**config.mk**
```make
export PLATFORM = sky130hd
export DESIGN_NAME = lcd_host
export DESIGN_NICKNAME = d
export VERILOG_FILES = /design/src/rtl/lcd_pkg.sv /design/src/rtl/lcd_win_model.sv /design/src/rtl/lcd_host.sv
export SDC_FILE = /design/constraint.sdc
export NUM_CORES = 1
export LEC_CHECK = 0
export CORE_ASPECT_RATIO = 0.8
export CORE_MARGIN = 2
export CORE_UTILIZATION = 47
export DETAILED_ROUTE_END_ITERATION = 10
export GPL_TIMING_DRIVEN = 0
export PLACE_DENSITY = 0.79
export SLEW_MARGIN = 20
export SYNTH_ARGS = -nofsm -noshare
export SYNTH_HDL_FRONTEND = slang
export SYNTH_SLANG_ARGS = --single-unit
```
**constraint.sdc**
```tcl
create_clock -name clk -period 2.2 [get_ports clk]
set_input_delay 0.55 -clock clk [delete_from_list [all_inputs] [get_ports clk]]
set_output_delay 0.55 -clock clk [all_outputs]
set_load 0.1 [all_outputs]
```
**src/rtl/lcd_pkg.sv**
```systemverilog
// lcd_pkg: shared command/state types and image/window geometry for the LCD host
package lcd_pkg;

   typedef enum logic [2:0] {
      CMD_REFLASH = 3'd0,
      CMD_LOAD    = 3'd1,
      CMD_RIGHT   = 3'd2,
      CMD_LEFT    = 3'd3,
      CMD_UP      = 3'd4,
      CMD_DOWN    = 3'd5
   } cmd_t;

   typedef enum logic [1:0] {IDLE, ISSUE, STREAM, COLLECT} state_t;

   localparam int IMG_W = 6;
   localparam int WIN_W = 3;
   localparam int PIX_N = 36;
   localparam int WIN_N = 9;

   function automatic cmd_t legal_cmd(input logic [2:0] c);
      return c > 3'd5 ? CMD_REFLASH : cmd_t'(c);
   endfunction

endpackage

```
**src/rtl/lcd_win_model.sv**
```systemverilog
// lcd_win_model: tracks the 3x3 window origin and yields the image index of a window position
module lcd_win_model
   import lcd_pkg::*;
(
   input  logic       clk,
   input  logic       reset,
   input  logic       upd,
   input  cmd_t       op,
   input  logic [3:0] idx,
   output logic [5:0] exp_idx
);

   logic [1:0] x, y;

   // origin moves one step per command, clamped to the 0..3 range; Load recentres it
   always_ff @(posedge clk or posedge reset)
      if (reset) begin
         x <= 2'd2;
         y <= 2'd2;
      end else if (upd) begin
         x <= op == CMD_LOAD ? 2'd2 : op == CMD_RIGHT && x != 2'd3 ? x + 2'd1 :
              op == CMD_LEFT && x != 2'd0 ? x - 2'd1 : x;
         y <= op == CMD_LOAD ? 2'd2 : op == CMD_DOWN && y != 2'd3 ? y + 2'd1 :
              op == CMD_UP && y != 2'd0 ? y - 2'd1 : y;
      end

   // row-major index of window cell idx within the 6x6 image
   always_comb
      exp_idx = (6'(y) + 6'(idx / 4'(WIN_W))) * 6'(IMG_W) + 6'(x) + 6'(idx % 4'(WIN_W));

endmodule

```
**src/rtl/lcd_host.sv**
```systemverilog
// lcd_host: drives an LCD controller with commands and image data, collects the 3x3 window (LCD_HOST_CHECK_EN adds pixel checking)
module lcd_host
   import lcd_pkg::*;
#(
   parameter int TIMEOUT  = 255,
   parameter int IMG_BASE = 0
) (
   input  logic       clk,
   input  logic       reset,
   input  logic       req_valid,
   input  logic [2:0] req_cmd,
   output logic       req_ready,
   output logic [5:0] img_addr,
   input  logic [7:0] img_data,
   output logic [2:0] cmd,
   output logic       cmd_valid,
   output logic [7:0] datain,
   input  logic       busy,
   input  logic [7:0] dataout,
   input  logic       output_valid,
   output logic [7:0] win_data,
   output logic [3:0] win_idx,
   output logic       win_valid,
   output logic       done,
   output logic       error
);

   state_t     state, next;
   cmd_t       op;
   logic [5:0] k, exp_idx;
   logic [3:0] cnt;
   logic [7:0] tcnt, held;
   logic       timeout, last, mismatch;

   lcd_win_model u_win (
      .clk    (clk),
      .reset  (reset),
      .upd    (state == ISSUE),
      .op     (op),
      .idx    (cnt),
      .exp_idx(exp_idx)
   );

   assign req_ready = state == IDLE;
   assign cmd_valid = state == ISSUE;
   assign cmd       = op;
   assign datain    = state == STREAM ? img_data : held;
   assign timeout   = state == COLLECT && !output_valid && tcnt == 8'(TIMEOUT);
   assign last      = state == COLLECT && output_valid && cnt == 4'(WIN_N - 1);

`ifdef LCD_HOST_CHECK_EN
   assign img_addr = state == STREAM ? k + 6'(IMG_BASE) : state == COLLECT ? exp_idx + 6'(IMG_BASE) : 6'd0;
   assign mismatch = state == COLLECT && output_valid && dataout != img_data;
`else
   logic unused_exp;
   assign unused_exp = ^exp_idx;
   assign img_addr   = state == STREAM ? k + 6'(IMG_BASE) : 6'd0;
   assign mismatch   = 1'b0;
`endif

   // state register
   always_ff @(posedge clk or posedge reset)
      if (reset) state <= IDLE;
      else       state <= next;

   // next-state: one ISSUE cycle, 36 beats of STREAM for Load, COLLECT until 9 pixels or timeout
   always_comb begin
      next = state;
      case (state)
         IDLE:    if (req_valid && !busy) next = ISSUE;
         ISSUE:   next = op == CMD_LOAD ? STREAM : COLLECT;
         STREAM:  if (k == 6'(PIX_N - 1)) next = COLLECT;
         COLLECT: if (last || timeout) next = IDLE;
      endcase
   end

   // datapath: command latch, beat/pixel/timeout counters, registered window outputs
   always_ff @(posedge clk or posedge reset)
      if (reset) begin
         op        <= CMD_REFLASH;
         k         <= 6'd0;
         cnt       <= 4'd0;
         tcnt      <= 8'd0;
         held      <= 8'd0;
         win_data  <= 8'd0;
         win_idx   <= 4'd0;
         win_valid <= 1'b0;
         done      <= 1'b0;
         error     <= 1'b0;
      end else begin
         if (state == IDLE && next == ISSUE) op <= legal_cmd(req_cmd);
         k    <= state == STREAM && next == STREAM ? k + 6'd1 : 6'd0;
         cnt  <= state == COLLECT && next == COLLECT ? cnt + 4'(output_valid) : 4'd0;
         tcnt <= state != COLLECT || output_valid ? 8'd0 : tcnt == 8'(TIMEOUT) ? tcnt : tcnt + 8'd1;
         if (state == STREAM) held <= img_data;
         win_valid <= state == COLLECT && output_valid;
         if (state == COLLECT && output_valid) begin
            win_data <= dataout;
            win_idx  <= cnt;
         end
         done  <= last;
         error <= error || timeout || mismatch;
      end

endmodule

```
; Word-level counts from Yosys, hierarchy flattened
; Cells that the tools add are included.
[word_totals]
register_bits = 46
input_bits = 24
elab_cells = 53
[classes]
addsub = 3
n_lt_le_gt_ge = 1
n_eq_ne = 12
muxes = 12
reduce_logical = 14
[op_table]
columns = operator, count
row1 = $mux 8, 3
row2 = $mux 6, 2
row3 = $add 8x1->8 const B, 1
row4 = $eq 2x2->1 const B, 4
row5 = $eq 8x8->1 const B, 1
row6 = $logic_and 1x1->1, 8
row7 = $pmux 2 s4, 1
row8 = $add 6x1->6 const B, 1
row9 = $eq 6x6->1 const B, 1
row10 = $mux 2, 3
row11 = $add 4x1->4, 1
row12 = $eq 2x1->1 const B, 2
row13 = $eq 4x4->1 const B, 1
row14 = $mux 4, 1
row15 = $ne 2x2->1 const B, 2
row16 = $eq 3x1->1 const B, 1
row17 = $gt 3x3->1 const B, 1
row18 = $logic_or 1x1->1, 3
row19 = $mux 3, 1
row20 = $logic_not 1->1, 2
row21 = $logic_not 2->1, 1
row22 = $mux 1, 1

; Logic depth before layout (Yosys ltp)
; Gate-level depths: netlist of the first run.
[logic_depth]
depth_word = 9
ltp_mapped = 6

; Worst setup path after synthesis of the first run
; No wires, ideal clock.
[synth_path]
kind = register to output
startpoint = register state[0]
endpoint = output cmd_valid
t_arrival_ns = 1.828
required_time_ns = 1.650
path_slack_ns = -0.178
stages_incl_launch_ff = 3
cell_sequence = dfrtp_1 clkbuf_2 nor2b_1
[synth_between]
elab_chain_len = 1
[synth_lines]
columns = item, line
row1 = start: declaration, lcd_host.sv:28  ; state_t state, next;
row2 = start signal: assignment, lcd_host.sv:64  ; else state <= next;
row3 = $eq 2x1->1, lcd_host.sv:45  ; assign cmd_valid = state == ISSUE;
row4 = end: declaration, lcd_host.sv:16  ; output logic cmd_valid,
; Every way passes these cells.

; Worst setup path in the final report of the first run
[layout_path]
startpoint = register state[0]
endpoint = output datain[5]
[layout_between]
elab_chain_len = 2
[layout_lines]
columns = item, line
row1 = $eq 2x2->1, lcd_host.sv:47  ; assign datain = state == STREAM ? img_data : held;
row2 = $mux 8, -
row3 = end: declaration, lcd_host.sv:17  ; output logic [7:0] datain,
; Every way passes these cells.

==> impl_results.md, run 1 <==
- Status: complete, no violations
- Fill count: 337
- ANT cells: 0
- Highest clock rate: between 0.4 and 0.5 GHz
- Post-synth EDFFs: 0
- Top delay family on crit path: flip-flops
- Post-Syn Area: 2040 um^2
- CP Capture Type: primary output
- Commonest cells post-synth: 46 x dfrtp_1, 23 x mux2_2, 9 x and2_1, 9 x nor2_1
- CTS Buf Count: 5
- Core ar.: roughly 4200 um^2
- Hold Path Class: flop to flop
- WL per Instance: between 10 and 15 um
- CP max FO: 8
- Vias/cell: around 5.2
- Area Growth Syn to Fin: 37.7%
- Most used cell, CP: buf_6
- Most frequent cell after synthesis: dfrtp_1
- Synth area leader: dfrtp_1
- Starting Density: roughly 49%
- Post-synth top flop: dfrtp_1
- Worst relative slew slack: about a third
- Least-Margin Pin Slew: 0.975 ns
- Register area: approximately 1200 um^2
- Die X: about 78 um
- Total track usage: roughly a fifth
- Ranking of synthesized cells by area: dfrtp_1 57%, mux2_2 13%, and2_1 2.8%
- Worst Setup Start Kind: flop
- Worst-Skew Late Latency: 0.30 ns
- Period Utilization, post-route: a little over nine tenths
- Max-slew violation count: 0
- Largest net degree at the start of global routing: 31
- First-pass GRT wire length: 7290 um
- FF-to-FF setup slack: 0.59 ns
- Drt drc: 0
- Area of the multi-input gates: approximately 860 um^2
- Total grt overflow: 0
- Final setup violation count: 0
- Synth cell types: 44
- Slowest stage delay, CP: ~0.44 ns
- Mapped Avg Cell Area: 12.2 um^2
- Sequential fraction of the synthesis area: a little under three fifths
- Worst EP arrival: 1.60 ns
- Clock Sinks: 46
- CTS tree: yes
- Drt pass-1 iters: 4
- Reg clk slew, reported paths: around 0.080 ns
- CP bufs+invs: 3
- Post-route ant nets: 0
- Routability cong.: just over 0.8
- CP max-delay cell: dfrtp_2
- Count of final hold-check violations: 0
- Layout Nets: about 260
- CP Class: flop to primary output
- HPWL Detailed: around 2900 um
- Vias in the first global route: roughly 1,600
- Async SR Flop Fraction: between 90% and 100%
- Max-cap violation count: 0
- FP Rows: 21
- Initial antenna violation count: 0
- Hold Buf Count CTS: 0
- Critical Path RT: 1.65 ns
- Iter 0 DRT Violations: 59
- Skew final: roughly 0.006 ns
- Mapped Cells: approximately 170
- #FFs+latches synth: 46
- Synth Net Count: about 200
- Io pins: 58
- Die area: 4880 um^2
- Root Buffer: clkbuf_8
- DR vias: around 1,500
- Dpl cells: about 280
- Drt total wl: between 4000 and 5000 um
- Crit path cell chain: nor2b_4 > buf_6 > buf_6 > mux2_4 > buf_12
- Clock Path Buffers: 2
- Share of the synthesized area in the top cell type: a little under three fifths
- Port bufs: 57
- Finished Layout Cells: slightly below 300
- H-tree levels: 2
- Setup TNS: 0 ns
- Layout cells sized above 1: 29.4%
- Synth Warn #: 0
- RSZ-0062 raised after global routing: yes
- Period minus WS final: 2.15 ns
- Die Span Y: approximately 63 um
[layout by cell type, fill, tap and decap left out, drive strengths merged, types with 2 or more instances in the layout]
cell type	netlist	routed
a21boi	2	2
a21oi	4	4
a31oi	4	4
and2	10	10
buf	4	24
clkbuf	1	5
clkdlybuf4s50	0	23
clkinv	0	2
dfrtp	46	46
dlygate4sd2	0	18
ha	4	4
inv	5	5
mux2	23	23
nand2	6	6
nand3	6	6
nand4	2	2
nor2	9	9
nor2b	4	4
nor3	5	5
o21ai	7	7
o21bai	2	2
xnor2	3	3
xor2	2	2
[through the flow]
| stage | hold slack [ns] | area [um^2] | util [%] | worst slack (ns) |
|---|---|---|---|---|
| after floorplan | 0.447 | 2050 | - | 0.192 |
| after global placement | 0.465 | 2690 | 64.4 | -0.679 |
| after detailed placement | 0.475 | 2710 | 64.9 | -0.671 |
| after CTS | 0.492 | 2780 | 66.5 | -0.0399 |
| after global routing | 0.516 | 2800 | 67.1 | -0.0218 |
| final | 0.481 | 2800 | 67.1 | 0.0520 |
[cell type report]
cell class,count,area share [%]
clock inverters,2,0.357
well taps,57,2.54
plain buffers,4,1.34
flip-flops and latches,46,41.1
clock buffers,5,2.45
multi-input cells,111,30.7
inverters,5,0.669
repair buffers,62,20.7
[sequential cells by signal, summed over array words and instances, names as in the netlist]
register / cells
cmd: 3
cnt: 4
error: 1
win_valid: 1
win_data: 8
done: 1
state: 2
k: 6
tcnt: 8
win_idx: 4
held: 8
[kinds of logic (layout without fill, tap and decap cells)]
logic type | after synthesis | after routing | share of synthesized area (%)
multiplexers | 23 | 23 | 12.7
flip-flops | 46 | 46 | 56.5
AO/OA/AOI/OAI | 26 | 26 | 8.48
buffers and inverters | 10 | 78 | 2.52
AND/OR/NAND/NOR | 53 | 53 | 15.2
adder cells (fa/ha/maj) | 4 | 4 | 2.46
XOR/XNOR | 5 | 5 | 2.15
[timing repair]
action                     in CTS  in global routing
setup endpoints to repair      34                 12
resized for setup             117                  7
hold endpoints to repair        0                  0
buffers inserted                2                  1
gates cloned                    1                  0
[layer usage]
metal,track usage (%),vias up,part of all wire [%]
met4,6.70,0,1.5
met1,23.6,735,46
met2,30.4,36,46
met5,0,-,0
li1,-,734,-
met3,5.64,7,6.2
[worst paths after layout]
| kind | from | endpoint | cells after the start |
|---|---|---|---|
| setup / recovery | state[0] | datain[5] | 5 |
| hold / removal | error | error | 1 |
| setup reg to reg | cnt[0] | state[0] | 3 |
| hold reg to reg | error | error | 1 |
| max in group asynchronous | reset | state[0] | 3 |
| min in group asynchronous | reset | held[7] | 2 |
Power of run 1 is not shown: default switching activity piles up to over one toggle a cycle in this logic, so the estimate is an artifact.
==> inputs of run 2 (changes only) <==
CTS_CLUSTER_DIAMETER = 40   (was not set)
==> results of run 2 <==
Final layout, timing and power as in run 1 (identical DEF).
Power of run 2 is left out for the same reason.
